File: src/rtl/shift_add_mult.sv
// rtl/shift_add_mult.sv - iterative shift-and-add unsigned multiplier; SHIFT_ADD_MULT_EARLY_TERM_EN enables early termination
module shift_add_mult #(
    parameter int WIDTH = 32,
    localparam int CNT_W = $clog2(WIDTH + 1)
) (
    input  logic                 Clock,
    input  logic                 Reset,
    input  logic                 valid_data,
    input  logic [WIDTH-1:0]     a,
    input  logic [WIDTH-1:0]     b,
    input  logic                 ack,
    output logic                 busy,
    output logic                 done,
    output logic [2*WIDTH-1:0]   product,
    output logic [CNT_W-1:0]     cycles
);

    typedef enum logic [1:0] {
        IDLE = 2'b00,
        CALC = 2'b01,
        DONE = 2'b10
    } state_t;

    localparam logic [CNT_W-1:0] CNT_MAX = CNT_W'(WIDTH);

    state_t               state_q, state_d;
    logic [2*WIDTH-1:0]   mcand_q, mcand_d;
    logic [WIDTH-1:0]     mplier_q, mplier_d;
    logic [2*WIDTH-1:0]   acc_q, acc_d;
    logic [CNT_W-1:0]     cnt_q, cnt_d;
    logic [2*WIDTH-1:0]   product_q, product_d;
    logic [CNT_W-1:0]     cycles_q, cycles_d;

    logic [2*WIDTH-1:0]   acc_sum;
    logic [WIDTH-1:0]     mplier_shr;
    logic [CNT_W-1:0]     cnt_inc;
    logic                 last_iter;

    // State and datapath registers; reset clears everything, even mid-run
    always_ff @(posedge Clock or negedge Reset) begin
        if (!Reset) begin
            state_q   <= IDLE;
            mcand_q   <= '0;
            mplier_q  <= '0;
            acc_q     <= '0;
            cnt_q     <= '0;
            product_q <= '0;
            cycles_q  <= '0;
        end else begin
            state_q   <= state_d;
            mcand_q   <= mcand_d;
            mplier_q  <= mplier_d;
            acc_q     <= acc_d;
            cnt_q     <= cnt_d;
            product_q <= product_d;
            cycles_q  <= cycles_d;
        end
    end

    // Next-state and datapath: capture in IDLE, one add/shift per CALC edge, hold in DONE
    always_comb begin
        state_d    = state_q;
        mcand_d    = mcand_q;
        mplier_d   = mplier_q;
        acc_d      = acc_q;
        cnt_d      = cnt_q;
        product_d  = product_q;
        cycles_d   = cycles_q;

        acc_sum    = mplier_q[0] ? (acc_q + mcand_q) : acc_q;
        mplier_shr = mplier_q >> 1;
        cnt_inc    = cnt_q + 1'b1;
`ifdef SHIFT_ADD_MULT_EARLY_TERM_EN
        // Once the remaining multiplier bits are all zero no further add can occur
        last_iter  = (cnt_inc == CNT_MAX) || (mplier_shr == '0);
`else
        last_iter  = (cnt_inc == CNT_MAX);
`endif

        case (state_q)
            IDLE: begin
                if (valid_data) begin
                    mcand_d  = {{WIDTH{1'b0}}, a};
                    mplier_d = b;
                    acc_d    = '0;
                    cnt_d    = '0;
                    state_d  = CALC;
                end
            end
            CALC: begin
                acc_d    = acc_sum;
                mcand_d  = mcand_q << 1;
                mplier_d = mplier_shr;
                cnt_d    = cnt_inc;
                if (last_iter) begin
                    // Result registers load on the final edge so they are valid on DONE entry
                    product_d = acc_sum;
                    cycles_d  = cnt_inc;
                    state_d   = DONE;
                end
            end
            DONE: begin
                if (ack) begin
                    state_d = IDLE;
                end
            end
            default: begin
                state_d = IDLE;
            end
        endcase
    end

    // Moore outputs decoded from state and result registers only
    assign busy    = (state_q == CALC);
    assign done    = (state_q == DONE);
    assign product = product_q;
    assign cycles  = cycles_q;

endmodule

File: config.mk
export PLATFORM = sky130hd
export DESIGN_NAME = shift_add_mult
export DESIGN_NICKNAME = d
export VERILOG_FILES = /design/src/rtl/shift_add_mult.sv
export SDC_FILE = /design/constraint.sdc
export NUM_CORES = 1
export LEC_CHECK = 0
export CAP_MARGIN = 20
export CORE_MARGIN = 2
export CORE_UTILIZATION = 58
export DETAILED_ROUTE_END_ITERATION = 10
export PLACE_DENSITY = 0.81
export SLEW_MARGIN = 20
export SYNTH_ARGS = -nofsm -noshare
export SYNTH_HDL_FRONTEND = slang
export SYNTH_SLANG_ARGS = --single-unit
File: constraint.sdc
create_clock -name Clock -period 4.18 [get_ports Clock]
set_input_delay 0.836 -clock Clock [delete_from_list [all_inputs] [get_ports Clock]]
set_output_delay 0.836 -clock Clock [all_outputs]
set_load 0.02 [all_outputs]
==> flow_summary_export.csv, run 1 <==
group,metric,value,unit
run_status,run_status,"complete, no violations",
pwr,swShare,44.28,%
clock_tree,cts.sinks,238,
sta,relSlewSlack,47.09,%
yosys,synth_top_area_cell,"dfrtp_1",
clock_tree,htree_levels,1,
run,cap_viol_max_count,0,
routing,drc,0,
pwr,ir_worst_vdd,429.0,uV
placement,io_buffer_count,139,
yosys,synth-async-reset-ratio,100.0,%
sta,tns,0,ps
yosys,synthesis.nets,1625,
routing,antenna_left,0,
setup_path,cp.required,4620,ps
finish,layout_commonest_cell,"dfrtp_1",
pwr,p_int,0.007999,W
global_routing,grt_pass1_vias,11610,
routing,viasPerCell,6.292,
placement,gp_congestion,1.003,
finish,layout_common_cells,"dfrtp_1 (237), nand2_1 (229), o21ai_0 (196), clkdlybuf4s50_1 (138), a21oi_1 (111)",
yosys,ys_seq_elements,238,
finish,drive_above_1_share,5.388,%
sta,hold_viol,0,
finish,finalNonFillerCells,1915,
clock_tree,cts_tree,"yes",
finish,antenna_cells,0,
yosys,synth_edf_count,0,
finish,layout.nets,1713,
routing,vias,12050,
setup_path,crit_slowest_cell,"a211oi_1",
setup_path,reg2reg_from,"mcand_q[0]",
hold_path,worst_hold_path_type,"in -> async",
setup_path,crit_path_frequent_cell,"nor2b_1",
setup_path,rrSetupSlack,400,ps
finish,fillers,1793,
pwr,clock_power_share,18.1,%
pwr,pwr-share-comb,53.4,%
routing,finalWirelength,36.84,mm
setup_path,crit_chain,"ha_1, inv_1, fa_1, nor2b_1, o2111ai_1, a21oi_1, o31ai_1, a211oi_1, o211ai_1, a31oi_1, o21ai_0, nor2b_1, o311ai_1",
setup_path,path_class,"reg -> reg",
routing,wl_per_cell,19.24,microns
clock_tree,post_cts_hold_buffer_count,0,
floorplan,core_area,23330,sq um
yosys,syn_inst,1491,
setup_path,crit_path_start_kind,"register",
finish,multi_input_area,7293,sq um
yosys,synth_top_area_share,43.48,%
setup_path,worstSetupStartpoint,"mcand_q[0]",
sta,max_slew.worst_pin.slew,793.6,ps
finish,ff_latch_area,5957,sq um
floorplan,rows,56,
setup_path,slowest_delay,580,ps
routing,firstDrtPassIters,6,
pwr,cellPowerDensity,880.9,nW/um^2
finish,areaGrowthSynthToFinish,18.97,%
yosys,syn_area_per_cell,9.186,sq um
floorplan,initial_core_util,58.70,%
setup_path,critPathMaxFanout,5,
yosys,synth_cell_types,60,
floorplan,dieArea,24860,sq um
clock_tree,cts-root-buf,"clkbuf_16",
pwr,p_seq_share,28.5,%
clock_tree,cts_made_buffers,26,
sta,finalMaxSlewViolations,0,
placement,place_area,15330,sq um
pwr,p_leak,7.490,nW
yosys,ys_warn_count,0,
yosys,syn-cell-area,13700,sq um
yosys,ys_seq_area_share,43.48,%
sta,rsz0062_at_grt,"no",
floorplan,die_h,157.7,microns
setup_path,worst-path-buf-inv,1,
global_routing,grt-ovfl-total,0,
sta,final-setup-viol-count,0,
setup_path,r2r_cells,13,
sta,fin_crit,3785,ps
clock_tree,clock_path_buffers,3,
clock_tree,cts_resized,0,
sta,final.setup_skew,14.11,ps
setup_path,r2r_end,"acc_q[62]",
global_routing,grt_usage,30.35,%
sta,period_share,90.54,%
placement,hpwl,25.65,mm
placement,dp.cells,1870,
clock_tree,cts_setup_buffers,0,
clock_tree,path_clk_slew,60,ps
setup_path,cp.arrival,4220,ps
floorplan,ios,140,
floorplan,die_width,157.7,microns
yosys,synth_ff_type,"dfrtp_1",
global_routing,grt_first_pass_wirelength,60.66,mm
global_routing,grt_max_degree,172,
sta,fmax,264.2,MHz
yosys,synthTopCellsByArea,"dfrtp_1 (43%), o21ai_0 (7.2%), mux2i_1 (6.9%), nand2_1 (6.3%), ha_1 (5.9%)",
routing,drt_iter0_markers,1227,
finish,design_area,16300,sq um
clock_tree,clock_latency,540,ps
pwr,p_sw,0.006356,W
setup_path,cp-end-kind,"register",
global_routing,grt_antenna_before_repair,0,
setup_path,crit_family,"compound AO/OA/AOI/OAI gates",
==> flip-flops by register name, summed over array words and instances (netlist names) <==
signal / flops
acc_q: 64
cnt_q: 6
cycles: 6
mcand_q: 64
mplier_q: 32
product: 64
state_q: 2
==> routing by layer <==
metal / track usage (%) / up-vias / wire length [microns]
li1: - / 5551 / -
met1: 42.47 / 5863 / 15730
met2: 48.59 / 552 / 17150
met3: 5.420 / 83 / 2943
met4: 8.745 / 0 / 1017
met5: 0 / - / 0
==> Yosys cell counts (all sizes together) (14+ instances only) <==
cell and n:
nor2 54, xor2 23, a21o 28, nand4 30
inv 24, a21oi 112, ha 65, nor3 19
nand2 230, a22o 60, clkbuf 88, o21a 17
dfrtp 238, o21bai 14, o21ai 197, xnor2 38
and3 15, mux2i 94, o211ai 14
==> cell type report <==
| cell class | count | area share (%) |
|---|---|---|
| clock buffer | 34 | 4.423 |
| tap | 319 | 2.449 |
| clock inverter | 11 | 1.482 |
| multi-input combinational | 1129 | 44.76 |
| sequential | 238 | 36.56 |
| inverter | 24 | 0.5682 |
| timing repair buffer | 160 | 9.767 |
==> worst register-to-register path, stage by stage (launching register included) <==
cell       delay (ps)
dfrtp_1           390
ha_1              220
inv_1              90
fa_1              420
nor2b_1           190
o2111ai_1         150
a21oi_1           280
o31ai_1           190
a211oi_1          580
o211ai_1          220
a31oi_1           250
o21ai_0           240
nor2b_1           210
o311ai_1          260
==> worst max path at each step <==
stage	to	slack (ps)	cells after the start
2_1_floorplan	acc_q[62]	1120	12
3_3_place_gp	acc_q[62]	650	13
3_5_place_dp	acc_q[62]	560	13
4_1_cts	acc_q[62]	510	13
5_1_grt	acc_q[62]	210	13
6_report	acc_q[62]	400	13
==> kinds of logic after synthesis <==
logic type / Yosys count / share of synthesized area, %
multiplexers: 97 / 7.116
XOR/XNOR: 61 / 3.901
AND/OR/NAND/NOR: 402 / 12.94
flip-flops: 238 / 43.48
buffers and inverters: 124 / 3.426
AO/OA/AOI/OAI: 503 / 23.06
adder cells (fa/ha/maj): 66 / 6.084
==> metrics by stage <==
stage | power (W) | hold slack, ps | setup WS, ps | util, %
6_report | 0.01436 | 295.1 | 395.2 | 69.84
3_5_place_dp | 0.01159 | 452.3 | 564.2 | 65.72
5_1_grt | 0.01533 | 366.7 | 214.5 | 69.84
4_1_cts | 0.01427 | 356.4 | 513.8 | 69.84
3_3_place_gp | 0.01136 | 457.4 | 650.6 | 65.72
2_1_floorplan | 0.009295 | 449.6 | 1118 | -
==> power by group through the flow <==
stage / registers [W] / clock network (W) / logic, W
2_1_floorplan: 0.00414 / 0 / 0.00515
3_3_place_gp: 0.00406 / 0 / 0.00731
3_5_place_dp: 0.00410 / 0 / 0.00750
4_1_cts: 0.00408 / 0.00263 / 0.00756
5_1_grt: 0.00421 / 0.00273 / 0.00839
6_report: 0.00409 / 0.00260 / 0.00767
(Power assumes the default switching activity.)
==> inputs of run 2 (changes only) <==
--- a/config.mk
+++ b/config.mk
@@ -5,9 +5,10 @@
 export SDC_FILE = /design/constraint.sdc
 export NUM_CORES = 1
 export LEC_CHECK = 0
+export ABC_AREA = 1
 export CAP_MARGIN = 20
 export CORE_MARGIN = 2
-export CORE_UTILIZATION = 58
+export CORE_UTILIZATION = 59
 export DETAILED_ROUTE_END_ITERATION = 10
 export PLACE_DENSITY = 0.81
 export SLEW_MARGIN = 20
==> run 2 against run 1 <==
- final area increased by 12%
- global-route usage up 3.7 points
- setup slack improved by 850 ps
- first-iteration DRC count up 22%
- highest routed layer unchanged
==> flow_summary_export.csv, run 2 <==
group,metric,value,unit
run_status,run_status,"complete, no violations",
floorplan,initial_core_util,60.41,%
finish,layout.nets,2663,
setup_path,cp.arrival,2100,ps
sta,final-setup-viol-count,0,
routing,dr.max_layer_used,"met4",
sta,period_share,70.29,%
yosys,syn_inst,2426,
routing,antenna_left,0,
global_routing,grt_usage,34.07,%
yosys,synthTopCellsByArea,"dfrtp_1 (38%), nand2_1 (22%), inv_1 (9.3%), o21ai_0 (5.3%), nand3_1 (5.2%)",
yosys,synth_top_area_cell,"dfrtp_1",
setup_path,path_class,"reg -> out",
clock_tree,path_clk_slew,60,ps
floorplan,core_area,26130,sq um
sta,fin_crit,2938,ps
placement,gp_congestion,1.020,
sta,rsz0062_at_grt,"no",
setup_path,critPathMaxFanout,16,
setup_path,r2r_cells,17,
yosys,syn_area_per_cell,6.508,sq um
yosys,synthesis.nets,2560,
routing,drt_iter0_markers,1496,
routing,viasPerCell,5.493,
finish,layout_commonest_cell,"nand2_1",
floorplan,ios,140,
floorplan,die_width,167.6,microns
setup_path,cp-end-kind,"primary output",
floorplan,rows,59,
run,cap_viol_max_count,0,
pwr,cellPowerDensity,902.5,nW/um^2
sta,tns,0,ps
pwr,p_leak,9.914,nW
yosys,yosysMostFrequentCell,"nand2_1",
yosys,ys_seq_elements,238,
routing,vias,15820,
setup_path,crit_path_start_kind,"register",
routing,finalWirelength,47.85,mm
setup_path,reg2reg_from,"mcand_q[0]",
pwr,power,0.01649,W
clock_tree,cts.sinks,238,
global_routing,grt_antenna_before_repair,0,
clock_tree,cts_resized,0,
yosys,synth-async-reset-ratio,100.0,%
routing,wl_met2,21.23,mm
yosys,ys_warn_count,0,
sta,relSlewSlack,37.47,%
clock_tree,cts_setup_buffers,0,
yosys,synth_top_area_share,37.72,%
global_routing,grt_pass1_vias,15030,
finish,antenna_cells,0,
finish,fillers,2225,
sta,hold_viol,0,
yosys,syn-cell-area,15790,sq um
floorplan,die_h,167.6,microns
sta,max_slew.worst_pin.slew,938.0,ps
clock_tree,cts_made_buffers,25,
routing,firstDrtPassIters,6,
floorplan,dieArea,28080,sq um
placement,hpwl,34.90,mm
placement,io_buffer_count,139,
routing,m1WireLength,21.30,mm
setup_path,worstSetupStartpoint,"state_q[0]",
routing,wl_per_cell,16.61,microns
global_routing,grt-ovfl-total,0,
sta,fmax,340.3,MHz
yosys,synth_ff_type,"dfrtp_1",
clock_tree,cts-root-buf,"clkbuf_16",
routing,dr_wl_met3,3.817,mm
setup_path,cp.required,3340,ps
clock_tree,clock_latency,560,ps
clock_tree,clock_path_buffers,3,
clock_tree,cts_tree,"yes",
finish,design_area,18270,sq um
placement,place_area,17440,sq um
pwr,ir_worst_vdd,679.3,uV
yosys,synth_cell_types,31,
finish,areaGrowthSynthToFinish,15.75,%
routing,drc,0,
sta,final.setup_skew,17.88,ps
global_routing,grt_first_pass_wirelength,76.87,mm
hold_path,worst_hold_path_type,"in -> async",
yosys,synth_edf_count,0,
clock_tree,htree_levels,1,
yosys,yosys-top-cells-count,"nand2_1 (914), inv_1 (390), dfrtp_1 (238), nor2_1 (185), o21ai_0 (166)",
global_routing,grt_max_degree,122,
sta,finalMaxSlewViolations,0,
yosys,ys_seq_area_share,37.72,%
finish,drive_above_1_share,3.811,%
clock_tree,post_cts_hold_buffer_count,0,
finish,layout_common_cells,"nand2_1 (913), inv_1 (390), dfrtp_1 (237), nor2_1 (185), o21ai_0 (166)",
run 2: kinds of logic after synthesis:
kind of cell    Yosys count  share of synthesized area, %
compound gates          288                         9.851
xor+xnor                 35                         1.942
fa+ha+maj                66                         5.278
buf+inv                 470                         11.35
flops                   238                         37.72
simple gates           1329                         33.86
run 2: path summary, 6_finish.rpt:
path,slack [ps],to
min in group Clock,470,product[36]
min reg2reg,470,product[36]
max,1240,busy
max reg2reg,1250,product[60]
min,320,mcand_q[21]
max in group asynchronous,2950,mplier_q[14]
run 2: routing by layer:
metal	global-route usage [%]	vias up
met2	54.36	617
met5	0	-
met4	10.51	0
li1	-	7721
met3	5.483	82
met1	47.98	7400
run 2: per-stage QoR:
step	worst slack, ps	util, %	hold WS, ps	instances
CTS	624.3	69.84	360.7	2879
finish	1242	69.93	320.6	2880
global placement	1253	66.72	455.9	2836
floorplan	2050	-	449.8	2426
global route	1127	69.93	383.3	2880
detailed placement	1045	66.72	463.6	2836
run 2: cell type report:
cell class,instances,area [sq um],area share (%)
clock buffers,35,733.2,4.012
repair buffers,153,1555,8.511
well taps,335,419.2,2.294
multi-input cells,1718,8053,44.07
clock inverters,8,80.08,0.4382
flip-flops and latches,238,5957,32.60
inverters,393,1476,8.079
run 2: critical path, cell delays in order, from the launching register on:
cell	delay (ps)
dfrtp_1	380
inv_1	90
nor2_4	340
clkdlybuf4s50_1	730
run 2: power by group:
part / leakage [nW] / switching [W] / internal [W]
Clock: 0.409 / 0.000952 / 0.00128
Sequential: 2.99 / 0.000823 / 0.00334
Combinational: 6.51 / 0.00665 / 0.00344
Total: 9.91 / 0.00843 / 0.00806
==> inputs of run 3 (changes only) <==
==> constraint.sdc (replaced) <==
create_clock -name Clock -period 2.8 [get_ports Clock]
set_input_delay 0.56 -clock Clock [delete_from_list [all_inputs] [get_ports Clock]]
set_output_delay 0.56 -clock Clock [all_outputs]
set_load 0.02 [all_outputs]
==> run 3 against run 2 <==
- the flow now finishes with violations (hold timing)
- combinational power is 55% higher
- via count grew 1.9%
- die area unchanged
- final area grew 1.4%
- register-to-register slack worse by 1100 ps
- count of clock-buffer cells in the layout up 2
- sequential share of layout area is 0.46 points lower
- critical path depth rose by 10
- largest cell class unchanged
- highest routed layer unchanged
==> flow_summary_export.csv, run 3 (same netlist as run 2, synthesis figures left out) <==
group,metric,value,unit
setup_path,cp.required,3250,ps
routing,drc,0,
floorplan,die_width,167.6,microns
sta,whs,-1.456,ps
global_routing,grt_usage,36.65,%
setup_path,worstSetupStartpoint,"mcand_q[0]",
clock_tree,path_clk_slew,60,ps
setup_path,cp.arrival,3090,ps
finish,drive_above_1_share,4.912,%
run_status,run_status,"finished, violations left",
placement,io_buffer_count,139,
global_routing,grt_first_pass_wirelength,82.12,mm
global_routing,grt_pass1_vias,15660,
sta,tns,0,ps
routing,finalWirelength,50.91,mm
finish,antenna_cells,0,
finish,layout.nets,2681,
routing,wl_per_cell,17.55,microns
sta,max_slew.worst_pin.slew,705.9,ps
setup_path,crit_slowest_cell,"dfrtp_1",
floorplan,rows,59,
clock_tree,cts_setup_buffers,0,
sta,final.setup_skew,25.04,ps
floorplan,ios,140,
clock_tree,cts_made_buffers,26,
floorplan,die_h,167.6,microns
sta,fmax,379.3,MHz
pwr,power,0.02527,W
clock_tree,cts-root-buf,"clkbuf_16",
clock_tree,clock_latency,560,ps
hold_path,worst_hold_path_type,"in -> async",
setup_path,slowest_delay,390,ps
routing,antenna_left,0,
placement,gp_congestion,1.017,
finish,layout_common_cells,"nand2_1 (907), inv_1 (390), dfrtp_1 (237), nor2_1 (185), o21ai_0 (166)",
clock_tree,post_cts_hold_buffer_count,0,
setup_path,reg2reg_from,"mcand_q[0]",
routing,vias,16120,
setup_path,crit_chain,"ha_2, inv_1, fa_1, inv_1, nand3_1, nand2_2, nand4_1, nand3_1, nand2_1, nand4_1, nand3_1, nand3_1, nand2_1",
clock_tree,clock_path_buffers,3,
sta,final-setup-viol-count,0,
floorplan,core_area,26130,sq um
pwr,cellPowerDensity,1363,nW/um^2
sta,finalMaxSlewViolations,0,
routing,firstDrtPassIters,5,
clock_tree,cts.sinks,238,
setup_path,path_class,"reg -> reg",
sta,hold_viol,1,
setup_path,critPathMaxFanout,4,
run,cap_viol_max_count,0,
clock_tree,htree_levels,1,
routing,viasPerCell,5.560,
setup_path,crit_path_frequent_cell,"nand3_1",
run_status,violations,"hold timing",
floorplan,dieArea,28080,sq um
global_routing,grt_antenna_before_repair,0,
placement,hpwl,37.62,mm
routing,drt_iter0_markers,1474,
setup_path,cp-end-kind,"register",
clock_tree,cts_tree,"yes",
sta,relSlewSlack,52.94,%
sta,period_share,94.17,%
sta,fin_crit,2637,ps
pwr,ir_worst_vdd,715.9,uV
floorplan,initial_core_util,60.41,%
global_routing,grt-ovfl-total,0,
global_routing,grt_max_degree,108,
finish,areaGrowthSynthToFinish,17.42,%
pwr,p_leak,10.03,nW
finish,layout_commonest_cell,"nand2_1",
setup_path,crit_path_start_kind,"register",
sta,rsz0062_at_grt,"no",
[run 3: changes by cell type in the layout (fill, tap and decap cells not counted), moves of 2 or more]
| cell | change |
|---|---|
| buf_4 | +14 |
| nand2_1 | -6 |
| buf_12 | +4 |
| nand2_2 | +4 |
| ha_1 | -2 |
| ha_2 | +2 |
| nand2_4 | +2 |
| nand3_1 | -2 |
| nand3_2 | +2 |
[run 3: power breakdown]
group | internal [W] | switching [W]
sequential | 0.00499 | 0.00114
clock | 0.00199 | 0.00146
combinational | 0.00535 | 0.0103
[run 3: critical path, delay by kind of cell (launching register included)]
kind | cells | cell delay [ps]
AND/OR/NAND/NOR | 9 | 1340
adder cells (fa/ha/maj) | 2 | 610
flip-flops | 1 | 390
buffers and inverters | 2 | 160
[run 3: area by class of cell]
cell class,instances,area (sq um)
inverters,393,1476
clock buffers,37,762.0
well taps,335,419.2
multi-input cells,1718,8093
flip-flops and latches,238,5957
fillers,2097,7595
repair buffers,170,1729
clock inverters,9,101.3
[run 3: routing by layer]
metal / vias to the layer above / global-route usage (%) / wire [microns]
li1: 7760 / - / -
met4: 0 / 11.76 / 1713
met1: 7553 / 52.33 / 22510
met2: 708 / 56.94 / 22290
met5: - / 0 / 0
met3: 103 / 6.547 / 4393
[run 3: repair_timing]
action	4_1_cts	5_1_grt
endpoints found under the hold margin	0	0
resized for setup	0	12
setup endpoints to repair	0	29
[run 3: stage by stage]
stage | setup WS (ps) | instance area (sq um) | hold slack (ps) | cells | util, %
4_1_cts | 12.73 | 18500 | 19.51 | 2900 | 70.78
6_report | 163.2 | 18540 | -1.456 | 2900 | 70.94
3_5_place_dp | 16.26 | 17630 | 464.1 | 2854 | 67.48
3_3_place_gp | 88.12 | 17630 | 454.1 | 2854 | 67.48
5_1_grt | 28.57 | 18540 | 49.63 | 2900 | 70.94
2_1_floorplan | 669.6 | 15790 | 264.4 | 2426 | -
[run 3: path summary, 6_finish.rpt]
kind | end | slack [ps] | depth (start not counted)
max in group asynchronous | product[5] | 2010 | 2
setup / recovery | product[52] | 160 | 13
hold / removal | product[19] | -1 | 1
setup reg to reg | product[52] | 160 | 13
min in group Clock | product[33] | 480 | 2
hold reg to reg | product[33] | 480 | 2
